`config.mk`:
```
export PLATFORM = sky130hd
export DESIGN_NAME = anton_neopixel_sequencer
export DESIGN_NICKNAME = d
export VERILOG_FILES = /design/src/rtl/anton_neopixel_sequencer.sv
export SDC_FILE = /design/constraint.sdc
export NUM_CORES = 1
export LEC_CHECK = 0
export ABC_AREA = 1
export ABC_CLOCK_PERIOD_IN_PS = 5200
export BUFFER_PORTS_ARGS = -buffer_cell sky130_fd_sc_hd__clkbuf_2
export CAP_MARGIN = 30
export CORE_AREA = 4 4 68 70
export DETAILED_ROUTE_END_ITERATION = 8
export DIE_AREA = 0 0 72 74
export PLACE_DENSITY = 0.67
export SLEW_MARGIN = 20
export SYNTH_ARGS = -nofsm -noshare
export SYNTH_HDL_FRONTEND = slang
export SYNTH_SLANG_ARGS = --single-unit
export TNS_END_PERCENT = 20
```
`constraint.sdc`:
```
create_clock -name clk7mhz -period 5.2 [get_ports clk7mhz]
set_input_delay 0.52 -clock clk7mhz [delete_from_list [all_inputs] [get_ports clk7mhz]]
set_output_delay 0.52 -clock clk7mhz [all_outputs]
set_load 0.1 [all_outputs]
```
`src/rtl/anton_neopixel_sequencer.sv`:
```
// NeoPixel frame sequencer: walks pixel/bit/slot indices one slot per clock, then holds the latch period.
// All outputs registered (start latency 1 clock after a run rising edge); no backpressure, run low aborts.
module anton_neopixel_sequencer #(
  parameter int  BUFFER_END   = 26,
  parameter int  RESET_CYCLES = 400,
  localparam int BUFFER_BITS  = $clog2(BUFFER_END + 1)
) (
  input  logic                   clk7mhz,
  input  logic                   rstn,
  input  logic                   regCtrlRun,
  input  logic                   regCtrlLoop,
  input  logic                   regCtrl32bit,
  input  logic [BUFFER_BITS-1:0] regMax,
  output logic                   state,
  output logic [BUFFER_BITS-1:0] pixelIndex,
  output logic [4:0]             pixelBitIndex,
  output logic [2:0]             bitPatternIndex,
  output logic                   streamSync,
  output logic                   busy
);

  localparam logic ENUM_STATE_TRANSMIT = 1'b1;
  localparam logic ENUM_STATE_RESET    = 1'b0;
  localparam int   LATCH_BITS          = $clog2(RESET_CYCLES + 1);
  localparam logic [LATCH_BITS-1:0]  LATCH_LAST = LATCH_BITS'(RESET_CYCLES - 1);
  localparam logic [BUFFER_BITS-1:0] END_IDX    = BUFFER_BITS'(BUFFER_END);

  typedef enum logic [1:0] {S_IDLE, S_TX, S_LATCH} fsm_t;

  fsm_t                   fsm_q, fsm_d;
  logic                   state_q, state_d;
  logic [BUFFER_BITS-1:0] pixel_index_q, pixel_index_d;
  logic [4:0]             pixel_bit_q, pixel_bit_d;
  logic [2:0]             bit_pattern_q, bit_pattern_d;
  logic                   stream_sync_q, stream_sync_d;
  logic                   busy_q, busy_d;
  logic                   run_prev_q, run_prev_d;
  logic [LATCH_BITS-1:0]  latch_cnt_q, latch_cnt_d;
  logic                   mode32_q, mode32_d;
  logic [BUFFER_BITS-1:0] max_q, max_d;

  logic                   run_rise;
  logic                   last_pixel;
  logic [BUFFER_BITS-1:0] step;
  logic                   start_frame;
  logic                   clear_cnt;

  assign run_rise   = regCtrlRun & ~run_prev_q;
  // In 32-bit mode the two byte-select bits of max are ignored.
  assign last_pixel = mode32_q ? ((pixel_index_q >> 2) == (max_q >> 2)) : (pixel_index_q == max_q);
  assign step       = mode32_q ? BUFFER_BITS'(4) : BUFFER_BITS'(1);

  always_comb begin
    fsm_d         = fsm_q;
    pixel_index_d = pixel_index_q;
    pixel_bit_d   = pixel_bit_q;
    bit_pattern_d = bit_pattern_q;
    stream_sync_d = 1'b0;
    run_prev_d    = regCtrlRun;
    latch_cnt_d   = latch_cnt_q;
    mode32_d      = mode32_q;
    max_d         = max_q;
    start_frame   = 1'b0;
    clear_cnt     = 1'b0;
    case (fsm_q)
      S_IDLE: begin
        if (run_rise) start_frame = 1'b1;
      end
      S_TX: begin
        if (!regCtrlRun) begin
          fsm_d     = S_LATCH;
          clear_cnt = 1'b1;
        end else begin
          bit_pattern_d = bit_pattern_q + 3'd1;
          if (bit_pattern_q == 3'd7) begin
            if (pixel_bit_q == 5'd0) begin
              if (last_pixel) begin
                fsm_d         = S_LATCH;
                clear_cnt     = 1'b1;
                stream_sync_d = 1'b1;
              end else begin
                pixel_index_d = pixel_index_q + step;
                pixel_bit_d   = 5'd23;
              end
            end else begin
              pixel_bit_d = pixel_bit_q - 5'd1;
            end
          end
        end
      end
      S_LATCH: begin
        if (latch_cnt_q == LATCH_LAST) begin
          if (regCtrlRun & regCtrlLoop) start_frame = 1'b1;
          else                          fsm_d       = S_IDLE;
          latch_cnt_d = '0;
        end else begin
          latch_cnt_d = latch_cnt_q + LATCH_BITS'(1);
        end
      end
      default: fsm_d = S_IDLE;
    endcase
    if (start_frame) begin
      fsm_d     = S_TX;
      clear_cnt = 1'b1;
      mode32_d  = regCtrl32bit;
      max_d     = (regMax > END_IDX) ? END_IDX : regMax;
    end
    if (clear_cnt) begin
      pixel_index_d = '0;
      pixel_bit_d   = 5'd23;
      bit_pattern_d = 3'd0;
      latch_cnt_d   = '0;
    end
    state_d = (fsm_d == S_TX) ? ENUM_STATE_TRANSMIT : ENUM_STATE_RESET;
    busy_d  = (fsm_d != S_IDLE);
  end

  always_ff @(posedge clk7mhz or negedge rstn) begin
    if (!rstn) begin
      fsm_q         <= S_IDLE;
      state_q       <= ENUM_STATE_RESET;
      pixel_index_q <= '0;
      pixel_bit_q   <= 5'd23;
      bit_pattern_q <= 3'd0;
      stream_sync_q <= 1'b0;
      busy_q        <= 1'b0;
      run_prev_q    <= 1'b0;
      latch_cnt_q   <= '0;
      mode32_q      <= 1'b0;
      max_q         <= '0;
    end else begin
      fsm_q         <= fsm_d;
      state_q       <= state_d;
      pixel_index_q <= pixel_index_d;
      pixel_bit_q   <= pixel_bit_d;
      bit_pattern_q <= bit_pattern_d;
      stream_sync_q <= stream_sync_d;
      busy_q        <= busy_d;
      run_prev_q    <= run_prev_d;
      latch_cnt_q   <= latch_cnt_d;
      mode32_q      <= mode32_d;
      max_q         <= max_d;
    end
  end

  assign state           = state_q;
  assign pixelIndex      = pixel_index_q;
  assign pixelBitIndex   = pixel_bit_q;
  assign bitPatternIndex = bit_pattern_q;
  assign streamSync      = stream_sync_q;
  assign busy            = busy_q;

endmodule

```
==> tab_implementation.tex, run 1 <==
\begin{tabular}{lr}
\hline
Metric & Value \\
\hline
\multicolumn{2}{l}{\textbf{Timing}} \\
\quad Worst-case hold slack & 0.3166 ns \\
\quad Setup slack of the critical path after layout & 3.215 ns \\
\quad Highest achievable clock rate & 503.9 MHz \\
\quad Endpoints failing setup & 0 \\
\quad Fin Clk Skew & 0.007684 ns \\
\quad Actual transition at the worst max-transition pin & 0.8287 ns \\
\quad Final cycle utilization of the critical path & 38.17\% \\
\quad Worst slew margin & 44.76\% \\
\quad Setup repair after global routing missed its margin & no \\
\quad TNS Setup & 0 ns \\
\quad Number of hold violations in the final report & 0 \\
\quad Final slew viol count & 0 \\
\quad Final Critical Period & 1.985 ns \\
\multicolumn{2}{l}{\textbf{Synth}} \\
\quad Sequential-to-total area share from yosys stat & 43.82\% \\
\quad Unique cell type count in the Yosys netlist & 28 \\
\quad Number of synthesized flops with an enable pin & 0 \\
\quad Share of synthesized registers carrying an async set or reset & 100.0\% \\
\quad Ranking of synthesized cells by area & dfrtp\_1 38\%, nand2\_1 14\%, nand3\_1 5.6\% \\
\quad Mean cell area of the mapped netlist & 7.875 um2 \\
\quad Total of warnings raised by yosys & 0 \\
\quad Number of instances in the synthesized netlist & 248 \\
\quad Most used DFF post-synth & dfrtp\_1 \\
\quad Seq cells post-synth & 34 \\
\quad Post-Syn Nets & 266 \\
\quad Synthesized area & 1953 um2 \\
\quad Top cell type by total area after synthesis & dfrtp\_1 \\
\quad Share of Yosys cell area claimed by the top area cell type & 38.44\% \\
\multicolumn{2}{l}{\textbf{Clocking}} \\
\quad Number of buffers between clock root and the deepest sink & 2 \\
\quad TritonCTS clock tree & yes \\
\quad Total of cells resized after clock tree synthesis & 0 \\
\quad Inserted Clock Buffers & 5 \\
\quad Later-pin clock latency in the skew report & 0.28 ns \\
\quad Count of H-tree levels built during CTS & 2 \\
\quad CTS root buf & clkbuf\_8 \\
\quad CTS sink count & 34 \\
\quad Post-CTS setup buffer count & 0 \\
\quad Clock Pin Slew Worst Setup and Hold Paths & 0.07 ns \\
\quad Hold-fix buffers at CTS & 0 \\
\multicolumn{2}{l}{\textbf{Floorplan}} \\
\quad Floorplan core area & 3971 um2 \\
\quad Number of placed I/O pins & 26 \\
\quad Die outline height & 74 um \\
\quad Starting Density & 49.18\% \\
\quad Overall die area & 5328 um2 \\
\quad Count of standard-cell rows & 23 \\
\quad Die boundary width & 72 um \\
\multicolumn{2}{l}{\textbf{Power and ir drop}} \\
\quad Worst IR drop on VDD & 0.0003059 V \\
\quad Pwr per Cell Area & 682.8 nW/um2 \\
\quad Total power consumption of the routed design & 1.499 mW \\
\quad Static leakage power & 1.186 nW \\
\multicolumn{2}{l}{\textbf{Cells and area}} \\
\quad Fraction of final layout cells sized beyond drive strength 1 & 19.13\% \\
\quad Post-layout nets & 294 \\
\quad Area growth from synthesis to layout & 12.43\% \\
\quad Number of antenna repair diodes & 0 \\
\quad Post-layout instance area & 2196 um2 \\
\quad Fill count & 399 \\
\multicolumn{2}{l}{\textbf{Setup path}} \\
\quad CP cell instances & ha\_1 -> nand2\_2 -> nor2\_4 -> nand3\_1 -> nand2\_2 -> nand2\_4 -> inv\_2 -> a21oi\_2 -> nand4\_1 -> nand2\_1 \\
\quad Biggest fanout along the worst timing path & 16 \\
\quad Worst setup slack for register-to-register paths & 3.22 ns \\
\quad Signal arrival time at the worst endpoint & 2.20 ns \\
\quad Element type at the critical path start & flop \\
\quad CP max stage cell & dfrtp\_1 \\
\quad Peak per-stage delay on the critical path & 0.43 ns \\
\quad Most used cell, CP & nand2\_2 \\
\quad Worst Path Class, Setup & flop to flop \\
\quad Endpoint class of the critical path & flop \\
\quad Required @ worst endpoint & 5.42 ns \\
\multicolumn{2}{l}{\textbf{Placed design}} \\
\quad Final estimated routing congestion in global placement & 0.8335 \\
\quad Post-DP HPWL & 2.814 mm \\
\quad Cell Area, Placed & 2116 um2 \\
\quad Worst slack at placement & 3.217 ns \\
\quad Count of buffers inserted at the top-level ports & 25 \\
\multicolumn{2}{l}{\textbf{Global routing}} \\
\quad Met3 track demand over resource & 4.730\% \\
\quad Met1 track demand over resource in global routing & 23.60\% \\
\quad First-pass GRT wire length & 6.955 mm \\
\quad Peak-usage layer in the global routing report & met2 \\
\quad Met2 usage in global routing & 24.90\% \\
\quad Vias in the first global route & 1508 \\
\quad Aggregate global-route resource usage & 16.90\% \\
\quad Largest net degree at the start of global routing & 35 \\
\quad Final global-route overflow total & 0 \\
\quad Initial antenna violation count & 0 \\
\multicolumn{2}{l}{\textbf{Routing}} \\
\quad Post-route antenna net violation count & 0 \\
\quad Violation count after the first detailed-route iteration & 121 \\
\quad Number of detailed-route iterations in the first pass & 4 \\
\quad Post-detailed-route DRC marker count & 0 \\
\quad Avg Vias per Cell & 4.951 \\
\quad Vias & 1619 \\
\quad Post-DR wirelength/cell & 11.86 um \\
\quad Final routed wirelength across all metal layers & 3.879 mm \\
\multicolumn{2}{l}{\textbf{Flow run}} \\
\quad Number of violations of the max-capacitance limit & 0 \\
\multicolumn{2}{l}{\textbf{Outcome}} \\
\quad Result of the run & finished, final reports clean \\
\multicolumn{2}{l}{\textbf{Min path}} \\
\quad HP Class & input port to async pin \\
\hline
\end{tabular}
[flip-flops by register name, summed over array words and instances (netlist names)]
name / cells
bitPatternIndex: 3
max_q: 5
state: 1
fsm_q: 2
run_prev_q: 1
latch_cnt_q: 9
pixelIndex: 5
mode32_q: 1
busy: 1
pixelBitIndex: 5
streamSync: 1
[synthesized netlist by cell type, types with 3 or more instances]
library cell / count
dfrtp_1: 30
dfstp_2: 4
ha_1: 8
inv_1: 26
inv_2: 4
nand2_1: 74
nand2_2: 5
nand3_1: 22
nand3_2: 3
nand3b_1: 4
nand4_1: 6
nor2_1: 20
o21ai_0: 14
xnor2_1: 6
xor2_1: 5
[logic make-up (layout without fill, tap and decap cells)]
kind of cell	after synthesis	in the layout	synth area share, %
and+or+nand+nor	141	141	33.18
xor gates and xnor gates	11	11	4.933
AOI/OAI and AO/OA	20	20	5.894
DFF	34	34	43.82
adders and majority gates	8	8	5.125
buffers and inverters	34	63	7.046
[cell usage in the layout, fill, tap and decap left out]
cell | netlist | routed
xnor2_1 | 6 | 6
nor2_4 | 2 | 2
nor2_2 | 1 | 1
o211ai_2 | 1 | 1
dfrtp_1 | 30 | 30
a22oi_1 | 1 | 1
nand3_1 | 22 | 22
nor3_1 | 2 | 2
nand2_1 | 74 | 74
a31oi_1 | 1 | 1
inv_1 | 26 | 26
ha_1 | 8 | 8
clkbuf_8 | 0 | 5
dfstp_2 | 4 | 4
xor2_1 | 5 | 5
nand2_2 | 5 | 5
nor2_1 | 20 | 20
clkbuf_2 | 0 | 25
inv_2 | 4 | 4
clkbuf_1 | 1 | 3
o21ai_0 | 14 | 14
nand2_4 | 1 | 1
or2_2 | 1 | 1
a21oi_2 | 1 | 1
nand3_2 | 3 | 3
a21oi_1 | 2 | 2
nand4_1 | 6 | 6
nand3b_1 | 4 | 4
[power by group]
group	switching (mW)	total [mW]	leakage, nW	internal, mW
clock	0.0916	0.187	0.0395	0.0951
sequential	0.0866	0.450	0.430	0.364
combinational	0.661	0.862	0.717	0.202
[per-layer routing]
metal	up-vias	share of wire, %	wire length (um)
met2	33	43	1669
met1	735	50	1940
met5	-	0	0
met3	5	5.2	202
li1	846	-	-
met4	0	1.7	66
[metrics by stage]
stage | util (%) | instances
2_1_floorplan | - | 248
3_3_place_gp | 53.28 | 319
3_5_place_dp | 53.28 | 319
4_1_cts | 55.29 | 327
5_1_grt | 55.29 | 327
6_report | 55.29 | 327
[worst paths after layout]
check | from | depth (start not counted) | end
max in group asynchronous | rstn | 1 | max_q[0]
min in group clk7mhz | regCtrlRun | 1 | run_prev_q
max reg2reg | latch_cnt_q[0] | 10 | latch_cnt_q[5]
max | latch_cnt_q[0] | 10 | latch_cnt_q[5]
min | rstn | 1 | latch_cnt_q[3]
min reg2reg | pixelBitIndex[0] | 2 | pixelBitIndex[0]
[critical path, delay by kind of cell (launching register included)]
kind                       cells  cell delay (ns)
AOI/OAI and AO/OA              1             0.39
and+or+nand+nor                7             0.71
buffers and inverters          1             0.12
DFF                            1             0.43
adders and majority gates      1             0.24
[final cells by class]
type | count | area [um2] | share of cell area (%)
timing repair buffer | 25 | 125.1 | 5.698
inverter | 30 | 112.6 | 5.128
sequential | 34 | 855.8 | 38.97
clock buffer | 8 | 80.08 | 3.647
multi-input combinational | 180 | 959.7 | 43.70
tap | 50 | 62.56 | 2.849
Power figures use the tool's default switching activity.
==> run 2, diff against run 1 <==
Settings changed: ABC_CLOCK_PERIOD_IN_PS 5200 to 1650, PLACE_DENSITY 0.67 to 0.7.
Clock period 5.2 ns to 1.65 ns, I/O delays scaled along.
==> tab_implementation.tex, run 2 (synthesized netlist as in run 1, its figures left out) <==
\begin{tabular}{lr}
\hline
Metric & Value \\
\hline
\multicolumn{2}{l}{\textbf{Flow run}} \\
\quad Number of violations of the max-capacitance limit & 0 (unchanged) \\
\multicolumn{2}{l}{\textbf{Setup path}} \\
\quad FF-to-FF End & latch\_cnt\_q[2] \\
\quad Signal arrival time at the worst endpoint & 1.91 ns (-0.29 ns) \\
\quad Worst reg2reg path depth & 11 (+1) \\
\quad Endpoint class of the critical path & flop \\
\quad Element type at the critical path start & flop \\
\quad Biggest fanout along the worst timing path & 9 (-7) \\
\quad CP max stage cell & dfstp\_4 \\
\quad Required @ worst endpoint & 1.88 ns (-3.54 ns) \\
\quad Worst Path Class, Setup & flop to flop \\
\quad Worst reg2reg path startpoint & pixelBitIndex[1] \\
\quad Peak per-stage delay on the critical path & 0.63 ns (+0.20 ns) \\
\quad Beginning of the critical path & pixelBitIndex[1] \\
\quad Worst setup slack for register-to-register paths & -0.03 ns (-3.25 ns) \\
\quad CP cell instances & inv\_4 -> ha\_4 -> nand3\_4 -> nor2\_2 -> nand3\_2 -> nand2\_4 -> nand2\_4 -> nand2\_8 -> nor2\_4 -> nand2\_1 -> nand2\_1 \\
\multicolumn{2}{l}{\textbf{Global routing}} \\
\quad Aggregate global-route resource usage & 20.13\% (+3.2 points) \\
\quad Initial antenna violation count & 0 (unchanged) \\
\quad First-pass GRT wire length & 8.266 mm (+19\%) \\
\quad Vias in the first global route & 1763 (+17\%) \\
\quad Final global-route overflow total & 0 (unchanged) \\
\quad Largest net degree at the start of global routing & 21 (-40\%) \\
\multicolumn{2}{l}{\textbf{Power and ir drop}} \\
\quad Static leakage power & 1.432 nW (+21\%) \\
\quad Total power consumption of the routed design & 5.646 mW (+280\%) \\
\quad Pwr per Cell Area & 2056 nW/um2 (+200\%) \\
\quad Worst IR drop on VDD & 0.001537 V (+400\%) \\
\multicolumn{2}{l}{\textbf{Timing}} \\
\quad Fin Clk Skew & 0.007802 ns (+0.0001179 ns) \\
\quad TNS Setup & -0.1154 ns (-0.1154 ns) \\
\quad Final Critical Period & 1.681 ns (-0.3038 ns) \\
\quad Final slew viol count & 0 (unchanged) \\
\quad Worst slew margin & 63.55\% (+19 points) \\
\quad Setup repair after global routing missed its margin & yes \\
\quad Worst-case hold slack & 0.1021 ns (-0.2145 ns) \\
\quad Number of hold violations in the final report & 0 (unchanged) \\
\quad Highest achievable clock rate & 594.9 MHz (+18\%) \\
\quad Actual transition at the worst max-transition pin & 0.5447 ns (-0.2839 ns) \\
\quad Final cycle utilization of the critical path & 101.9\% (+64 points) \\
\quad Endpoints failing setup & 12 (+12) \\
\quad Setup slack of the critical path after layout & -0.03088 ns (-3.246 ns) \\
\multicolumn{2}{l}{\textbf{Min path}} \\
\quad Hold Path End & mode32\_q \\
\quad Cell count of the worst hold path & 3 \\
\quad HP Class & input port to flop \\
\quad Hold\_sp & regCtrl32bit \\
\multicolumn{2}{l}{\textbf{Cells and area}} \\
\quad Register bank with the most flops & latch\_cnt\_q \\
\quad Number of non-filler instances in the completed layout & 368 (+13\%) \\
\quad Number of antenna repair diodes & 0 (unchanged) \\
\quad Post-layout nets & 335 (+14\%) \\
\quad Most common cell after layout, fill and taps aside & nand2\_1 \\
\quad Area growth from synthesis to layout & 40.61\% \\
\quad Final core occ & 69.16\% (+14 points) \\
\quad Leading cell types in the layout, fill and taps excluded & 68 x nand2\_1, 36 x buf\_4, 23 x inv\_1, 23 x clkbuf\_2, 21 x dfrtp\_1 \\
\quad Flip-flop count of the largest register after layout & 9 (unchanged) \\
\quad Fraction of final layout cells sized beyond drive strength 1 & 39.94\% (+21 points) \\
\quad Post-layout instance area & 2746 um2 (+25\%) \\
\multicolumn{2}{l}{\textbf{Routing}} \\
\quad Post-DR wirelength/cell & 13.55 um (+14\%) \\
\quad Post-route antenna net violation count & 0 (unchanged) \\
\quad Avg Vias per Cell & 5.076 (+2.5\%) \\
\quad Final routed wirelength across all metal layers & 4.987 mm (+29\%) \\
\quad Post-detailed-route DRC marker count & 0 (unchanged) \\
\quad Number of detailed-route iterations in the first pass & 4 (unchanged) \\
\quad Vias & 1868 (+15\%) \\
\quad Violation count after the first detailed-route iteration & 123 (+1.7\%) \\
\multicolumn{2}{l}{\textbf{Outcome}} \\
\quad Violated checks & negative setup slack \\
\quad Result of the run & finished with violations \\
\multicolumn{2}{l}{\textbf{Floorplan}} \\
\quad Starting Density & 49.18\% (unchanged) \\
\quad Floorplan core area & 3971 um2 (unchanged) \\
\quad Number of placed I/O pins & 26 (unchanged) \\
\quad Count of standard-cell rows & 23 (unchanged) \\
\quad Overall die area & 5328 um2 (unchanged) \\
\quad Die outline height & 74 um (unchanged) \\
\quad Die boundary width & 72 um (unchanged) \\
\multicolumn{2}{l}{\textbf{Clocking}} \\
\quad CTS root buf & clkbuf\_8 \\
\quad Count of H-tree levels built during CTS & 2 (unchanged) \\
\quad CTS sink count & 34 (unchanged) \\
\quad Clock Pin Slew Worst Setup and Hold Paths & 0.07 ns (about the same) \\
\quad Inserted Clock Buffers & 5 (unchanged) \\
\quad Number of buffers between clock root and the deepest sink & 2 (unchanged) \\
\quad Later-pin clock latency in the skew report & 0.29 ns (about the same) \\
\quad TritonCTS clock tree & yes \\
\multicolumn{2}{l}{\textbf{Placed design}} \\
\quad Final estimated routing congestion in global placement & 0.8721 (+4.6\%) \\
\quad Worst slack at placement & -0.08655 ns (-3.304 ns) \\
\quad Post-DP HPWL & 3.458 mm (+23\%) \\
\quad Cell Area, Placed & 2434 um2 (+15\%) \\
\quad Count of placed standard cells including taps & 352 (+10\%) \\
\quad Count of buffers inserted at the top-level ports & 25 (unchanged) \\
\hline
\end{tabular}
## run 2: changes by cell type in the layout (fill, tap and decap cells not counted), sizes merged
cell and delta:
buf +40, clkbuf -2, clkinv +2, dlygate4sd3 +1, inv -1, nor2 +1
## run 2: critical path: cells and delay by family (launching register included)
kind                       cells  cell delay, ns
and+or+nand+nor                9            0.79
adders and majority gates      1            0.16
buffers and inverters          1            0.04
DFF                            1            0.63
## run 2: repair_timing
action                                 4_1_cts  5_1_grt
cloned                                       1        1
buffers inserted                             0        5
gates resized for setup                     13       24
endpoints found under the hold margin       15        0
hold buffers                                 1        0
setup endpoints to repair                   18       26
pin swaps                                    2       10
## run 2: final cells by class
type                            count  area, um2
Timing Repair Buffer               64      440.4
Timing Repair inverter              1      5.005
Tap cell                           50      62.56
Sequential cell                    34      883.3
Clock buffer                        8      110.1
Multi-Input combinational cell    181       1122
Fill cell                         317       1225
Inverter                           30      122.6
## run 2: worst max-delay path by stage
stage | to | slack, ns | cells after the start
floorplan | latch_cnt_q[5] | -0.19 | 11
global placement | latch_cnt_q[2] | -0.06 | 11
detailed placement | pixelBitIndex[0] | -0.09 | 10
CTS | latch_cnt_q[2] | -0.01 | 11
global route | latch_cnt_q[2] | -0.13 | 11
finish | latch_cnt_q[2] | -0.03 | 11
## run 2: power by group
part | switching (mW) | internal (mW) | leakage (nW)
registers | 0.261 | 1.20 | 0.420
clock network | 0.310 | 0.422 | 0.0575
logic | 2.40 | 1.06 | 0.955
## run 2: layer usage
layer	global-route usage [%]	up-vias	part of all wire, %
li1	-	928	-
met5	0	-	0
met2	33.37	51	48
met4	6.263	0	1.4
met1	26.70	878	46
met3	4.189	11	4.2
